===== config.mk =====
export PLATFORM = sky130hd
export DESIGN_NAME = biquad_coeff_loader
export DESIGN_NICKNAME = d
export VERILOG_FILES = /design/src/rtl/biquad_coeff_loader_pkg.sv /design/src/rtl/biquad_coeff_loader_stability.sv /design/src/rtl/biquad_coeff_loader.sv
export SDC_FILE = /design/constraint.sdc
export NUM_CORES = 1
export LEC_CHECK = 0
export BUFFER_PORTS_ARGS = -buffer_cell sky130_fd_sc_hd__buf_2
export CAP_MARGIN = 20
export CORE_MARGIN = 4
export CORE_UTILIZATION = 45
export CTS_CLUSTER_SIZE = 16
export DETAILED_ROUTE_END_ITERATION = 8
export PLACE_DENSITY = 0.77
export SETUP_SLACK_MARGIN = 0.05
export SLEW_MARGIN = 20
export SYNTH_ARGS = -nofsm -noshare
export SYNTH_HDL_FRONTEND = slang
export SYNTH_SLANG_ARGS = --single-unit

===== constraint.sdc =====
create_clock -name clk -period 10.84 [get_ports clk]
set_input_delay 0.542 -clock clk [delete_from_list [all_inputs] [get_ports clk]]
set_output_delay 0.542 -clock clk [all_outputs]
set_load 0.005 [all_outputs]

===== src/rtl/biquad_coeff_loader_pkg.sv =====
// Shared definitions for the biquad coefficient path: addresses, number format
// and the passthrough coefficient set used after reset.
package biquad_coeff_loader_pkg;

    localparam int COEFF_W    = 32;
    localparam int FRAC_BITS  = 16;
    localparam int NUM_COEFFS = 5;

    localparam logic [COEFF_W-1:0] ONE = {{(COEFF_W-1){1'b0}}, 1'b1} << FRAC_BITS;

    typedef enum logic [2:0] {
        ADDR_B0 = 3'd0,
        ADDR_B1 = 3'd1,
        ADDR_B2 = 3'd2,
        ADDR_A1 = 3'd3,
        ADDR_A2 = 3'd4
    } coeff_addr_e;

    localparam logic [COEFF_W-1:0] DEF_B0 = ONE;
    localparam logic [COEFF_W-1:0] DEF_B1 = '0;
    localparam logic [COEFF_W-1:0] DEF_B2 = '0;
    localparam logic [COEFF_W-1:0] DEF_A1 = '0;
    localparam logic [COEFF_W-1:0] DEF_A2 = '0;

endpackage


===== src/rtl/biquad_coeff_loader_stability.sv =====
// Stability triangle test for the feedback pair: |A2| < ONE and |A1| < ONE + A2,
// evaluated two bits wider than the coefficients so nothing can overflow.
module biquad_stability_check #(
    parameter int COEFF_W   = biquad_coeff_loader_pkg::COEFF_W,
    parameter int FRAC_BITS = biquad_coeff_loader_pkg::FRAC_BITS
) (
    input  logic [COEFF_W-1:0] A1,
    input  logic [COEFF_W-1:0] A2,
    output logic               stable
);

    localparam int EXT_W = COEFF_W + 2;
    localparam logic signed [EXT_W-1:0] ONE_EXT = {{(EXT_W-1){1'b0}}, 1'b1} << FRAC_BITS;

    logic signed [EXT_W-1:0] a1_ext;
    logic signed [EXT_W-1:0] a2_ext;
    logic signed [EXT_W-1:0] a1_abs;
    logic signed [EXT_W-1:0] a2_abs;
    logic signed [EXT_W-1:0] a1_limit;

    always_comb begin
        a1_ext   = {{2{A1[COEFF_W-1]}}, A1};
        a2_ext   = {{2{A2[COEFF_W-1]}}, A2};
        a1_abs   = a1_ext[EXT_W-1] ? -a1_ext : a1_ext;
        a2_abs   = a2_ext[EXT_W-1] ? -a2_ext : a2_ext;
        a1_limit = ONE_EXT + a2_ext;
        stable   = (a2_abs < ONE_EXT) && (a1_abs < a1_limit);
    end

endmodule


===== src/rtl/biquad_coeff_loader.sv =====
// Double-buffered biquad coefficient bank: writes land in shadow registers and a
// checked commit copies the whole set to the active outputs on a sample boundary.
module biquad_coeff_loader #(
    parameter int COEFF_W   = biquad_coeff_loader_pkg::COEFF_W,
    parameter int FRAC_BITS = biquad_coeff_loader_pkg::FRAC_BITS
) (
    input  logic               clk,
    input  logic               reset,
    input  logic               wr_valid,
    output logic               wr_ready,
    input  logic [2:0]         wr_addr,
    input  logic [COEFF_W-1:0] wr_data,
    input  logic               commit_req,
    input  logic               sample_strobe,
    output logic [COEFF_W-1:0] B0,
    output logic [COEFF_W-1:0] B1,
    output logic [COEFF_W-1:0] B2,
    output logic [COEFF_W-1:0] A1,
    output logic [COEFF_W-1:0] A2,
    output logic               pending,
    output logic               coeff_updated,
    output logic               addr_err,
    output logic               commit_err
);

    import biquad_coeff_loader_pkg::*;

    localparam logic [1:0] ST_IDLE    = 2'd0;
    localparam logic [1:0] ST_CHECK   = 2'd1;
    localparam logic [1:0] ST_PENDING = 2'd2;

    localparam logic [COEFF_W-1:0] ONE_VAL = {{(COEFF_W-1){1'b0}}, 1'b1} << FRAC_BITS;
    localparam logic [4:0][COEFF_W-1:0] PASSTHROUGH = {{(4*COEFF_W){1'b0}}, ONE_VAL};

    logic [1:0]              state_q, state_d;
    logic [4:0][COEFF_W-1:0] shadow_q, shadow_d;
    logic [4:0][COEFF_W-1:0] active_q, active_d;
    logic                    updated_q, updated_d;
    logic                    addr_err_q, addr_err_d;
    logic                    commit_err_q, commit_err_d;
    logic                    wr_fire;
    logic                    stable;

    biquad_stability_check #(
        .COEFF_W   (COEFF_W),
        .FRAC_BITS (FRAC_BITS)
    ) u_stability (
        .A1     (shadow_q[ADDR_A1]),
        .A2     (shadow_q[ADDR_A2]),
        .stable (stable)
    );

    assign wr_ready = (state_q == ST_IDLE);
    assign wr_fire  = wr_valid && wr_ready;

    always_comb begin
        state_d      = state_q;
        shadow_d     = shadow_q;
        active_d     = active_q;
        updated_d    = 1'b0;
        addr_err_d   = 1'b0;
        commit_err_d = 1'b0;

        if (wr_fire) begin
            case (wr_addr)
                ADDR_B0: shadow_d[0] = wr_data;
                ADDR_B1: shadow_d[1] = wr_data;
                ADDR_B2: shadow_d[2] = wr_data;
                ADDR_A1: shadow_d[3] = wr_data;
                ADDR_A2: shadow_d[4] = wr_data;
                default: addr_err_d  = 1'b1;
            endcase
        end

        // The check sees shadow_q, which already holds any write accepted alongside commit_req.
        case (state_q)
            ST_IDLE: begin
                if (commit_req) state_d = ST_CHECK;
            end
            ST_CHECK: begin
                if (stable) begin
                    state_d = ST_PENDING;
                end else begin
                    state_d      = ST_IDLE;
                    commit_err_d = 1'b1;
                end
            end
            ST_PENDING: begin
                if (sample_strobe) begin
                    active_d  = shadow_q;
                    state_d   = ST_IDLE;
                    updated_d = 1'b1;
                end
            end
            default: state_d = ST_IDLE;
        endcase
    end

    always_ff @(posedge clk) begin
        if (reset) begin
            state_q      <= ST_IDLE;
            shadow_q     <= PASSTHROUGH;
            active_q     <= PASSTHROUGH;
            updated_q    <= 1'b0;
            addr_err_q   <= 1'b0;
            commit_err_q <= 1'b0;
        end else begin
            state_q      <= state_d;
            shadow_q     <= shadow_d;
            active_q     <= active_d;
            updated_q    <= updated_d;
            addr_err_q   <= addr_err_d;
            commit_err_q <= commit_err_d;
        end
    end

    assign B0            = active_q[0];
    assign B1            = active_q[1];
    assign B2            = active_q[2];
    assign A1            = active_q[3];
    assign A2            = active_q[4];
    assign pending       = (state_q == ST_PENDING);
    assign coeff_updated = updated_q;
    assign addr_err      = addr_err_q;
    assign commit_err    = commit_err_q;

endmodule


Yosys cells after proc, flatten, opt, wreduce, memory -nomap -nowiden
Index checks and enable logic that the tools add are counted.
{"block": "classes", "magnitude_cmp": 2, "eq_ne": 8, "bitwise_logic": 3, "n_mux": 9, "n_addsub": 3, "n_reduce_logical": 15}
{"cell": "two-way mux 34 bit", "count": 2}
{"cell": "negation 32 -> 34 bit", "count": 2}
{"cell": "< comparator 34 x 18 -> 1 bit, second input constant", "count": 1}
{"cell": "< comparator 34 bit", "count": 1}
{"cell": "adder 18 x 32 -> 33 bit, first input constant", "count": 1}
{"cell": "AND reduction 2 bit", "count": 7}
{"cell": "== test 3 x 2 -> 1 bit, second input constant", "count": 2}
{"cell": "two-way mux 2 bit", "count": 3}
{"cell": "case mux 2 bit (3 select lines)", "count": 1}
{"cell": "OR reduction 2 bit", "count": 3}
{"cell": "OR reduction 5 bit", "count": 1}
{"cell": "== test 3 x 1 -> 1 bit, second input constant", "count": 1}
{"cell": "== test 3 bit, second input constant", "count": 1}
{"cell": "logical NOT 3 bit", "count": 1}
{"cell": "two-way mux 1 bit", "count": 3}
{"cell": "NOT 1 bit", "count": 3}
{"cell": "== test 2 x 1 -> 1 bit, second input constant", "count": 1}
{"cell": "== test 2 bit, second input constant", "count": 1}
{"cell": "logical AND 1 bit", "count": 2}
{"cell": "logical NOT 2 bit", "count": 1}
{"cell": "inequality test 2 x 1 -> 1 bit, second input constant", "count": 1}
{"cell": "inequality test 2 bit, second input constant", "count": 1}
{"block": "totals", "word_cells": 54, "inputBits": 40, "ff_bits": 325, "output_inout_bits": 165}

Longest topological paths before layout
{"block": "logic_depth", "ltp_word": 6, "depth_mapped": 16, "ltp_nobuf": 16}

By module
A second synthesis with hierarchy kept.
{"block": "unflattened", "cells_unflattened": 1615, "hier_area_um2": 14306.2}
{"mod": "biquad_coeff_loader", "instances": 1, "area_each_um2": 11896.4, "seq_area_each_um2": 6506.2, "cells_per_inst": 1271}
{"mod": "biquad_stability_check", "instances": 1, "area_each_um2": 2409.8, "seq_area_each_um2": 0.0, "cells_per_inst": 344}

Least setup slack after synthesis
OpenSTA, ideal clock, no wires.
{"block": "synth_timing", "path_type": "reg-to-reg", "from": "register shadow_q[113] in the netlist's numbering", "to": "register commit_err_q (netlist: commit_err)", "n_path_buf": 0, "setup_slack_ns": 7.073, "setup_time_ns": 0.115, "arrival_ns": 3.652, "synth_period_minus_slack_ns": 3.767, "stages_incl_launch_ff": 15, "path_cell_list": "dfxtp_1 or4_4 or4_1 or2_1 or4_4 o31ai_4 xnor2_1 ha_1 a21oi_1 o21ai_0 a211oi_1 nor2_1 nor4_1 nand4_1 o21ba_2"}
{"block": "synth_via", "elab_chain_len": 5}
{"element": "start, declared", "line_no": "biquad_coeff_loader.sv:36", "text": "logic [4:0][COEFF_W-1:0] shadow_q, shadow_d;"}
{"element": "start signal, assigned", "line_no": "biquad_coeff_loader.sv:109", "text": "shadow_q <= shadow_d;"}
{"element": "negation 32 -> 34 bit", "line_no": "biquad_coeff_loader_stability.sv:24", "text": "a1_abs = a1_ext[EXT_W-1] ? -a1_ext : a1_ext;"}
{"element": "two-way mux 34 bit (*)", "line_no": "biquad_coeff_loader_stability.sv:24"}
{"element": "< comparator 34 bit (*)", "line_no": "biquad_coeff_loader_stability.sv:27", "text": "stable = (a2_abs < ONE_EXT) && (a1_abs < a1_limit);"}
{"element": "logical AND 1 bit (*)", "line_no": "biquad_coeff_loader_stability.sv:27"}
{"element": "two-way mux 1 bit (*)", "line_no": "biquad_coeff_loader.sv:81", "text": "if (stable) begin"}
{"element": "end signal, assigned", "line_no": "biquad_coeff_loader.sv:113", "text": "commit_err_q <= commit_err_d;"}
{"element": "end, declared", "line_no": "biquad_coeff_loader.sv:40", "text": "logic commit_err_q, commit_err_d;"}
Every way passes the cells marked *; elsewhere a longest branch is shown, timed or not.
A chain may end at the register's enable or synchronous reset.

Worst setup path in the final report
{"block": "layout_timing", "from": "register shadow_q[98] in the netlist's numbering", "to": "register commit_err_q (netlist: commit_err)"}
The elaborated chain is that of the path after synthesis.

==> run_results.csv <==
group,metric,value,unit
grt,grt_pass1_vias,11500,
synthesis,synth.area.top_cells,"dfxtp_1 49%, nand2_1 19%, a21oi_1 13%",
synthesis,synth_top_cell_by_area,"dfxtp_1",
run_status,outcome,"finished clean",
timing,tns,0,ns
cts,root_buffer,"clkbuf_16",
cts,cts.repair.resized,0,
timing,fin_crit_sh,0.384,
routing,antenna_left,0,
cells_and_area,synthToLayoutAreaGrowth,17.2,%
worst_setup_path,critical_path.slowest_cell,"nor4_1",
worst_setup_path,worstPathCellList,"nor4_1, nand3_1, nand2b_1, or2_2, o31ai_1, nand2_1, xor2_1, ha_1, nand2_1, o21ai_0, a211oi_1, nor2_1, nor4_1, nand4_1, o21ba_2",
routing,wl_per_cell,18.1,um
synthesis,yosysWarnings,0,
pwr,p_total,2.54,mW
place,dp_hpwl,27.3,mm
cts,cts_tree,"done",
die,die_x,180,um
worst_setup_path,cp_top_family,"simple AND/OR/NAND/NOR gates",
routing,first_iter_violations,1238,
cts,htree_num_levels,2,
die,core_area,28900,sq um
cells_and_area,diodes,0,
routing,avgViaCountPerCell,5.48,
grt,grt_max_degree,122,
cells_and_area,final_common_cell,"nand2_1",
flow_run,drv_cap,0,
routing,drt_wl_total,41.3,mm
synthesis,synth_edf_count,0,
cells_and_area,nFillCells,2791,
cts,clkSinkCount,325,
synthesis,seq_area_frac_synth,0.490,
die,rows,62,
worst_setup_path,worst_ep_required_time,11.25,ns
die,dieHeight,180,um
routing,routed-via-count,12500,
die,initial_utilization,0.460,
synthesis,async_reset_ff_frac,0,
grt,grt_use_total,0.243,
pwr,p_leak,5.95,nW
cells_and_area,mostFrequentLayoutCells,"674 x nand2_1, 337 x a21oi_1, 325 x dfxtp_1, 203 x buf_2, 36 x ha_1",
place,place_congestion,0.921,
worst_setup_path,critPathLaunchType,"register",
worst_setup_path,worst-path-max-fanout,7,
grt,grt_pass1_wl,63.5,mm
worst_setup_path,slowest_delay,0.60,ns
timing,slew_viol_final,0,
timing,max_slew_margin,0.264,
cts,cts_hold_buffers,0,
timing,setup_viol,0,
cts,path_clk_slew,0.06,ns
synthesis,synth_top_cell_area_share,0.490,
grt,antenna_found_initial,4,
hold_path,hold_path.class,"in -> reg",
cts,clk_latency,0.52,ns
timing,fmax,240,MHz
worst_setup_path,critPathCaptureType,"register",
die,die-area,32300,sq um
timing,min_period,4.16,ns
timing,clock_skew,0.0246,ns
timing,rsz0062_at_grt,"false",
synthesis,synth_area,13300,sq um
timing,finalHoldViolCount,0,
timing,worst_pin_slew,1.10,ns
routing,drc,0,
cts,post_cts_buffers,0,
routing,dr.pass1.iters,6,
worst_setup_path,worstSetupPathType,"reg -> reg",
place,port_buffers,204,
synthesis,synth_cell_types,50,
die,io_pins,205,
synthesis,avgSynthCellArea,7.59,sq um
pwr,ir_worst_vdd,0.000153,V
cts,clockBufferDepth,3,
synthesis,ys_ff_latch,325,
cells_and_area,fin_util,0.539,
cells_and_area,layout-drive-gt1-share,0.152,
synthesis,synth_cells,1748,
worst_setup_path,arrival,4.56,ns
cts,numCtsBuffers,35,
worst_setup_path,crit_buf_inv,0,
grt,grt_overflow,0,
cells_and_area,final_nets,1952,
pwr,p_per_area,163,nW/um^2
synthesis,synth-main-ff-cell,"dfxtp_1",
## layer usage
metal  vias up  track usage  wire length (um)
li1       6007            -                 -
met1      5855        0.336             17500
met2       536        0.366             18000
met3       108       0.0554              3810
met4         6        0.107              1960
met5         -            0                40
## per-stage QoR
stage          hold WS (ns)  std cells  setup slack [ns]  cell area [sq um]
3_5_place_dp          0.443       2223              6.76              14400
4_1_cts               0.278       2284              6.75              15600
2_1_floorplan         0.432       1749              7.07              13300
6_report              0.293       2284              6.68              15600
3_3_place_gp          0.438       2222              6.83              14400
5_1_grt               0.283       2284              6.35              15600
## Yosys cell counts (2+ instances only)
library cell / number
a2111oi_0: 3
a211o_1: 2
a211oi_1: 2
a21o_1: 5
a21oi_1: 337
buf_1: 2
clkbuf_1: 123
dfxtp_1: 325
ha_1: 36
inv_1: 25
nand2_1: 676
nand2b_1: 8
nand3_1: 15
nand3b_1: 4
nand4_1: 13
nor2_1: 27
nor2b_1: 3
nor3_1: 12
nor3b_1: 2
nor4_1: 15
nor4b_1: 3
o211ai_1: 3
o21ai_0: 18
o311a_1: 2
o31ai_1: 9
o41ai_1: 6
or2_2: 2
or3_1: 3
or4_1: 3
or4_4: 2
xnor2_1: 34
xor2_1: 10
## registers in the layout, summed over array words and instances (netlist names)
register       count
B2                32
state_q            2
A2                32
shadow_q         160
commit_err         1
coeff_updated      1
A1                32
B1                32
addr_err           1
B0                32
## power by group
part,leakage (nW),internal [mW],switching [mW],total [mW]
logic,2.77,0.0448,0.113,0.158
clock network,0.561,0.675,0.487,1.16
registers,2.62,1.21,0.0147,1.22
total,5.95,1.93,0.615,2.54
## area by class of cell
cell class	instances	area, sq um	area share
clock buffer	47	1000	0.0643
clock inverter	14	124	0.00796
inverter	25	93.8	0.00603
multi-input combinational	1273	6220	0.400
sequential	325	6510	0.418
tap	384	480	0.0309
timing repair buffer	216	1130	0.0725
## worst paths after layout
path / from / endpoint / slack (ns) / depth (start not counted)
min: commit_req / state_q[0]$_SDFFE_PP0P_ / 0.29 / 2
max: shadow_q[98]$_SDFFE_PP0P_ / commit_err$_SDFF_PP0_ / 6.68 / 15
min reg2reg: shadow_q[80]$_SDFFE_PP0P_ / B2[16]$_SDFFE_PP0P_ / 0.45 / 2
max reg2reg: shadow_q[98]$_SDFFE_PP0P_ / commit_err$_SDFF_PP0_ / 6.68 / 15
## cells by family after synthesis
kind of cell	share of synthesized area
adders and majority gates	0.0339
muxes	0.000754
other	0.000283
buffers and inverters	0.0435
DFF	0.490
and+or+nand+nor	0.241
AOI/OAI and AO/OA	0.161
xor gates and xnor gates	0.0290
(Power assumes the default switching activity.)
